File: src/rtl/uart_pkg.sv
// Shared UART definitions: FSM state encodings and default line parameters
// for the receiver and its transmitter partner.
package uart_pkg;

  typedef enum logic [1:0] {
    IDLE  = 2'd0,
    START = 2'd1,
    DATA  = 2'd2,
    STOP  = 2'd3
  } uart_state_e;

  localparam int CLK_FRQ_DEF   = 100_000_000;
  localparam int BAUD_RATE_DEF = 9600;

endpackage : uart_pkg

File: src/rtl/uart_sync2.sv
// Two-flop synchronizer for an asynchronous single-bit input; the reset value
// is a parameter so idle-high and idle-low lines can both use it.
module uart_sync2 #(
  parameter logic RST_VAL = 1'b1
) (
  input  logic clk,
  input  logic rst,
  input  logic d_i,
  output logic q_o
);

  logic meta_q;
  logic sync_q;

  always_ff @(posedge clk or posedge rst) begin
    if (rst) begin
      meta_q <= RST_VAL;
      sync_q <= RST_VAL;
    end else begin
      meta_q <= d_i;
      sync_q <= meta_q;
    end
  end

  assign q_o = sync_q;

endmodule : uart_sync2

File: src/rtl/uart_rx.sv
// 8N1 UART receiver: start-edge detect, mid-bit sampling, LSB-first shift,
// single-cycle data-valid and framing-error strobes.
module uart_rx
  import uart_pkg::*;
#(
  parameter int CLK_FRQ   = CLK_FRQ_DEF,
  parameter int BAUD_RATE = BAUD_RATE_DEF,
  parameter int BIT_TIK   = CLK_FRQ / BAUD_RATE,
  parameter int HALF_TIK  = BIT_TIK / 2
) (
  input  logic       clk,
  input  logic       rst,
  input  logic       rx,
  output logic [7:0] rx_data,
  output logic       rx_valid,
  output logic       rx_busy,
  output logic       frame_err
);

  localparam logic [15:0] HALF_M1 = 16'(HALF_TIK - 1);
  localparam logic [15:0] BIT_M1  = 16'(BIT_TIK - 1);

  logic        rx_s;
  logic        rx_d_q;
  uart_state_e state_q, state_d;
  logic [15:0] baud_q, baud_d;
  logic [2:0]  idx_q, idx_d;
  logic [7:0]  shift_q, shift_d;
  logic [7:0]  data_q, data_d;
  logic        valid_q, valid_d;
  logic        ferr_q, ferr_d;
  logic        busy_q, busy_d;
  logic [1:0]  settle_q, settle_d;
  logic        armed_q, armed_d;

  uart_sync2 #(.RST_VAL(1'b1)) u_sync (
    .clk (clk),
    .rst (rst),
    .d_i (rx),
    .q_o (rx_s)
  );

  always_ff @(posedge clk or posedge rst) begin
    if (rst) begin
      rx_d_q   <= 1'b1;
      state_q  <= IDLE;
      baud_q   <= '0;
      idx_q    <= '0;
      shift_q  <= '0;
      data_q   <= '0;
      valid_q  <= 1'b0;
      ferr_q   <= 1'b0;
      busy_q   <= 1'b0;
      settle_q <= '0;
      armed_q  <= 1'b0;
    end else begin
      rx_d_q   <= rx_s;
      state_q  <= state_d;
      baud_q   <= baud_d;
      idx_q    <= idx_d;
      shift_q  <= shift_d;
      data_q   <= data_d;
      valid_q  <= valid_d;
      ferr_q   <= ferr_d;
      busy_q   <= busy_d;
      settle_q <= settle_d;
      armed_q  <= armed_d;
    end
  end

  always_comb begin
    state_d  = state_q;
    baud_d   = baud_q;
    idx_d    = idx_q;
    shift_d  = shift_q;
    data_d   = data_q;
    valid_d  = 1'b0;
    ferr_d   = 1'b0;
    busy_d   = busy_q;
    settle_d = (settle_q == 2'd3) ? settle_q : settle_q + 2'd1;
    // The synchronizer's reset value is not a real line level: only arm edge
    // detection once the line has genuinely been seen high after reset.
    armed_d  = armed_q | ((settle_q == 2'd3) && rx_s);

    unique case (state_q)
      IDLE: begin
        busy_d = 1'b0;
        if (armed_q && rx_d_q && !rx_s) begin
          baud_d  = '0;
          idx_d   = '0;
          busy_d  = 1'b1;
          state_d = START;
        end
      end
      START: begin
        if (baud_q == HALF_M1) begin
          baud_d  = '0;
          state_d = rx_s ? IDLE : DATA;
        end else begin
          baud_d = baud_q + 16'd1;
        end
      end
      DATA: begin
        if (baud_q == BIT_M1) begin
          baud_d  = '0;
          shift_d = {rx_s, shift_q[7:1]};
          idx_d   = idx_q + 3'd1;
          if (idx_q == 3'd7) state_d = STOP;
        end else begin
          baud_d = baud_q + 16'd1;
        end
      end
      STOP: begin
        if (baud_q == BIT_M1) begin
          baud_d  = '0;
          state_d = IDLE;
          if (rx_s) begin
            data_d  = shift_q;
            valid_d = 1'b1;
          end else begin
            ferr_d = 1'b1;
          end
        end else begin
          baud_d = baud_q + 16'd1;
        end
      end
      default: state_d = IDLE;
    endcase
  end

  assign rx_data   = data_q;
  assign rx_valid  = valid_q;
  assign rx_busy   = busy_q;
  assign frame_err = ferr_q;

endmodule : uart_rx
File: config.mk
export PLATFORM = sky130hd
export DESIGN_NAME = uart_rx
export DESIGN_NICKNAME = d
export VERILOG_FILES = /design/src/rtl/uart_pkg.sv /design/src/rtl/uart_sync2.sv /design/src/rtl/uart_rx.sv
export SDC_FILE = /design/constraint.sdc
export NUM_CORES = 1
export LEC_CHECK = 0
export BUFFER_PORTS_ARGS = -buffer_cell sky130_fd_sc_hd__buf_2
export CAP_MARGIN = 10
export CORE_MARGIN = 10
export CORE_UTILIZATION = 53
export DETAILED_ROUTE_END_ITERATION = 8
export HOLD_SLACK_MARGIN = 0.08
export PLACE_DENSITY = 0.74
export SLEW_MARGIN = 20
export SYNTH_ARGS = -nofsm -noshare
export SYNTH_HDL_FRONTEND = slang
export SYNTH_SLANG_ARGS = --single-unit
File: constraint.sdc
create_clock -name clk -period 1.9 [get_ports clk]
set_input_delay 0.38 -clock clk [delete_from_list [all_inputs] [get_ports clk]]
set_output_delay 0.38 -clock clk [all_outputs]
set_load 0.005 [all_outputs]
== Word level (Yosys, flattened, before mapping) ==
Cells that the tools add are included.
Operators by class
  bitwise logic cells: 1
  multiplexer cells: 21
  add/sub/neg operators: 3
  shifts and indexed selects: 0
  order comparisons: 0
  multiply operators: 0
  reduce and logical (&&, ||, !) cells: 11
  divide/modulo/power cells: 0
  equality and inequality tests: 12
Operators by type and width (count)
  16-bit two-way mux: 3
  16-bit one-hot mux with 3 select lines: 1
  16-bit by 1-bit adder with 16-bit output (second input constant): 1
  16-bit by 13-bit == test with 1-bit output (second input constant): 1
  16-bit by 14-bit == test with 1-bit output (second input constant): 1
  2-bit two-way mux: 6
  2-bit inequality test (second input constant): 5
  2-bit one-hot mux with 4 select lines: 1
  1-bit two-way mux: 7
  2-bit == test (second input constant): 3
  3-bit two-way mux: 2
  3-bit one-hot mux with 2 select lines: 1
  3-bit AND reduction: 2
  5-bit AND reduction: 1
  3-bit by 1-bit adder with 3-bit output (second input constant): 1
  3-bit == test (second input constant): 1
  1-bit logical AND: 3
  2-bit by 1-bit adder with 2-bit output (second input constant): 1
  2-bit by 1-bit == test with 1-bit output (second input constant): 1
  2-bit logical NOT: 1
  2-bit AND reduction: 1
  2-bit nonzero test: 1
  2-bit OR reduction: 1
  1-bit logical NOT: 1
  1-bit OR: 1
Word-level totals
  bits of input ports: 3
  bits in read-only memories: 0
  memories: 0
  word-level logic and storage cells: 61
  latch bits: 0
  register bits: 46
  RAM bits: 0

== Longest topological paths before layout ==
  depth after elaboration: 4
  mapped depth: 8
  depth with buffers taken out: 6

== Hierarchy ==
From an unflattened synthesis, not the netlist that was laid out.
Second synthesis, totals
  cell total of the unflattened synthesis: 186
  area total of the unflattened synthesis: 2143.3 um2
By module, submodules not included
  uart_rx: instances 1, seq. area each 1102.3 um2, area an instance 2087.0 um2, cells an instance 183
  uart_sync2: instances 1, seq. area each 52.6 um2, area an instance 56.3 um2, cells an instance 3

== Least setup slack after synthesis ==
No wires, ideal clock.
  path type: register to register
  from: register baud_q[0]
  to: register shift_q[2]
  stages on the path, launching flop included: 7
  period minus slack after synthesis: 1.849 ns
  path slack: 0.051 ns
  required time: 1.775 ns
  path buffers: 1
  arrival time: 1.724 ns
  path through: dfrtp_1 > ha_1 > and4_4 > nand4_2 > nor3_2 > buf_4 > mux2_2
Between the ends
  cells in the longest elaborated chain, start to end: 2
RTL lines
  start: declaration: line uart_rx.sv:26  | logic [15:0] baud_q, baud_d;
  start signal: assignment: line uart_rx.sv:59  | baud_q <= baud_d;
  16-bit by 14-bit == test with 1-bit output: line uart_rx.sv:104  | if (baud_q == BIT_M1) begin
  2-bit AND reduction (no source line)
  end signal: assignment: line uart_rx.sv:61  | shift_q <= shift_d;
  end: declaration: line uart_rx.sv:28  | logic [7:0] shift_q, shift_d;
Every way passes these cells.
A chain may end at the register's enable or synchronous reset.

== Worst setup path after layout ==
  from: register baud_q[0]
  to: register baud_q[15]
Between the ends
  cells in the longest elaborated chain, start to end: 3
  elaborated cells on any way between the ends: 6
  classes of those cells: add/sub: 1; eq/ne: 2; mux: 3
RTL lines
  16-bit by 1-bit adder with 16-bit output (tied with other cells): line uart_rx.sv:100, uart_rx.sv:110, uart_rx.sv:124
  16-bit two-way mux (on tied branches): line uart_rx.sv:104, uart_rx.sv:114, uart_rx.sv:96
  16-bit one-hot mux with 3 select lines (*): line uart_rx.sv:85  | unique case (state_q)
Every way passes the cells marked *; elsewhere a longest branch is shown, timed or not.

==> results.py <==
metrics = {
    "clocking": {
        "clk_latency_ns": 0.30,
        "path_clk_slew_ns": 0.09,
        "cts_tree": "done",
        "cts_made_buffers": 5,
        "cts_hold_buf": 0,
        "clock-root-buffer": "clkbuf_8",
        "cts_sinks": 46,
        "cts-htree-levels": 2,
        "cts.path.max_buffers": 2,
    },
    "synth": {
        "syn_nets": 188,
        "ys_async_sr_fraction": 1.00,
        "ys_top_cells_by_area": "dfrtp_1, mux2_2, dfstp_2",
        "synth-seq-cells": 46,
        "synth_seq_area_share": 0.541,
        "postSynthCellCount": 181,
        "ys_types": 41,
        "ys_warn_count": 0,
        "synth_top_area_cell": "dfrtp_1",
        "ys.flop_type": "dfrtp_1",
        "synthesis.area_mm2": 0.00214,
        "avgSynthCellArea_um2": 11.8,
        "synth_edf_count": 0,
        "synth_top_area_share": 0.504,
    },
    "floorplan": {
        "die_area_mm2": 0.00697,
        "io_pins": 14,
        "start_util": 0.542,
        "die_w_um": 83.5,
        "die_y_um": 83.5,
        "rows": 23,
        "core_mm2": 0.00394,
    },
    "finish": {
        "mostFrequentLayoutCells": "dfrtp_1, nand2_1, mux2_2, buf_2",
        "antenna_cells": 0,
        "finalNetCount": 212,
        "regArea_mm2": 0.00116,
        "multi_input_area_um2": 926,
        "drive_above_1_share": 0.301,
        "syn2layout_area_growth_pct": 14.1,
        "n_fill_cell": 295,
        "final_common_cell": "dfrtp_1",
    },
    "global_routing": {
        "antenna_found_initial": 0,
        "grt_first_pass_wirelength_um": 6860,
        "grt_max_degree": 27,
        "overflow": 0,
        "grt_usage": 0.117,
        "first_global_vias": 1511,
    },
    "worst_setup_path": {
        "worst-setup-path-type": "reg2reg",
        "slowest_delay_ns": 0.39,
        "r2r_end": "baud_q[15]$_DFFE_PP0P_",
        "path_buf_inv": 1,
        "end_kind": "register",
        "path_max_fanout": 10,
        "slowest_stage": "dfrtp_1",
        "critPathTopFamily": "compound AO/OA/AOI/OAI gates",
        "reg2reg_depth": 7,
        "path_cells": "ha_2, and4_4, nand4_4, a22o_1, buf_4, a41oi_1, a31oi_1",
        "cp.required_ns": 2.08,
        "crit_arrival_ns": 1.99,
        "rrSetupSlack_ns": 0.09,
        "r2r_start": "baud_q[0]$_DFFE_PP0P_",
        "cp-start-kind": "register",
    },
    "sta": {
        "setup_viol": 0,
        "min_period_over_period": 0.951,
        "worst_slack_ns": 0.0940,
        "min_period_ns": 1.81,
        "max_freq_mhz": 554,
        "skew_ns": 0.0109,
        "slew_viol_final": 0,
        "hold_viol_final": 0,
        "max_slew_margin": 0.492,
        "worstMarginPinSlew_ns": 0.757,
    },
    "run": {
        "cap_violations": 0,
    },
    "power_and_ir_drop": {
        "power_density_mw_per_mm2": 766,
        "fin_total_pwr_w": 0.00187,
        "vdd_drop_max_uv": 660,
        "p_leak_nw": 1.20,
    },
    "status": {
        "status": "completed",
    },
    "route": {
        "wl_per_cell_um": 15.2,
        "drt_iter0_drc": 52,
        "dr.pass1.iters": 4,
        "vias": 1460,
        "antenna_left": 0,
        "drc_errors": 0,
        "wirelength_um": 3890,
        "vias_per_cell": 5.70,
    },
    "placement": {
        "gp_congestion": 0.880,
        "io_buffers": 13,
        "pre_cts_slack_ns": 0.0430,
        "hpwl_um": 2780,
    },
    "hold_path": {
        "hold_class": "in2async",
    },
}
[logic make-up after synthesis]
| logic type | synth area share |
|---|---|
| simple gates | 0.162 |
| flops | 0.541 |
| compound gates | 0.106 |
| mux | 0.0990 |
| buf+inv | 0.0404 |
| xor+xnor | 0.0287 |
| fa+ha+maj | 0.0234 |
[worst max-delay path by stage]
stage               cells after the start  slack (ns)              startpoint                     end
detailed placement                      6        0.04   baud_q[0]$_DFFE_PP0P_  shift_q[5]$_DFFE_PP0P_
finish                                  7        0.09   baud_q[0]$_DFFE_PP0P_  baud_q[15]$_DFFE_PP0P_
floorplan                               6        0.05   baud_q[0]$_DFFE_PP0P_  shift_q[2]$_DFFE_PP0P_
global route                            6       -0.01  baud_q[15]$_DFFE_PP0P_  baud_q[15]$_DFFE_PP0P_
global placement                        6        0.12   baud_q[0]$_DFFE_PP0P_  shift_q[6]$_DFFE_PP0P_
CTS                                     7        0.03   baud_q[0]$_DFFE_PP0P_   baud_q[5]$_DFFE_PP0P_
[synthesized netlist by cell type (5+ instances only)]
library cell and count:
a31oi_1 9, inv_1 7, o21ai_0 5, dfrtp_1 43, xor2_1 5, a21oi_1 5
mux2_2 13, a22o_1 8, nand2_1 16, nor2_1 8
[per-layer routing]
| layer | routed length [µm] | track usage | part of all wire | vias up |
|---|---|---|---|---|
| met3 | 163 | 0.0400 | 0.042 | 6 |
| met5 | 0 | 0 | 0 | - |
| met1 | 1700 | 0.134 | 0.44 | 730 |
| met4 | 57 | 0.0502 | 0.015 | 0 |
| met2 | 1970 | 0.193 | 0.51 | 21 |
| li1 | - | - | - | 703 |
[area by class of cell]
cell class | instances | area share
flip-flops and latches | 46 | 0.475
clock buffers | 5 | 0.0282
multi-input cells | 120 | 0.380
well taps | 50 | 0.0257
clock inverters | 3 | 0.00873
repair buffers | 25 | 0.0719
inverters | 7 | 0.0108
[per-stage QoR]
stage / std cells / hold slack, ns / util / instance area [µm²] / TNS, ns
floorplan: 181 / 0.345 / - / 2140 / 0
global placement: 246 / 0.350 / 0.581 / 2290 / 0
detailed placement: 246 / 0.348 / 0.581 / 2290 / 0
CTS: 254 / 0.127 / 0.604 / 2380 / 0
global route: 256 / 0.143 / 0.618 / 2440 / -0.0145
finish: 256 / 0.112 / 0.618 / 2440 / 0
[sequential cells by signal, summed over array words and instances (netlist names), 2 cells and up, named ones only]
name / count
rx_data: 8
shift_q: 8
baud_q: 16
idx_q: 3
settle_q: 2
[repair_timing]
action | CTS | global route
gates resized for setup | 0 | 8
endpoints found under the setup margin | 0 | 17
setup buffers | 0 | 2
[worst reg2reg max path: stages, from the launching register on]
cell and delay (ns):
dfrtp_1 0.39, ha_2 0.20, and4_4 0.27, nand4_4 0.13
a22o_1 0.25, buf_4 0.18, a41oi_1 0.20, a31oi_1 0.05
[where the power goes]
part | internal, W | leakage, nW | total (W) | switching (W)
logic | 0.0000813 | 0.548 | 0.000201 | 0.000120
registers | 0.00102 | 0.609 | 0.00107 | 0.0000502
clock network | 0.000258 | 0.0441 | 0.000590 | 0.000332
Power figures use the tool's default switching activity.
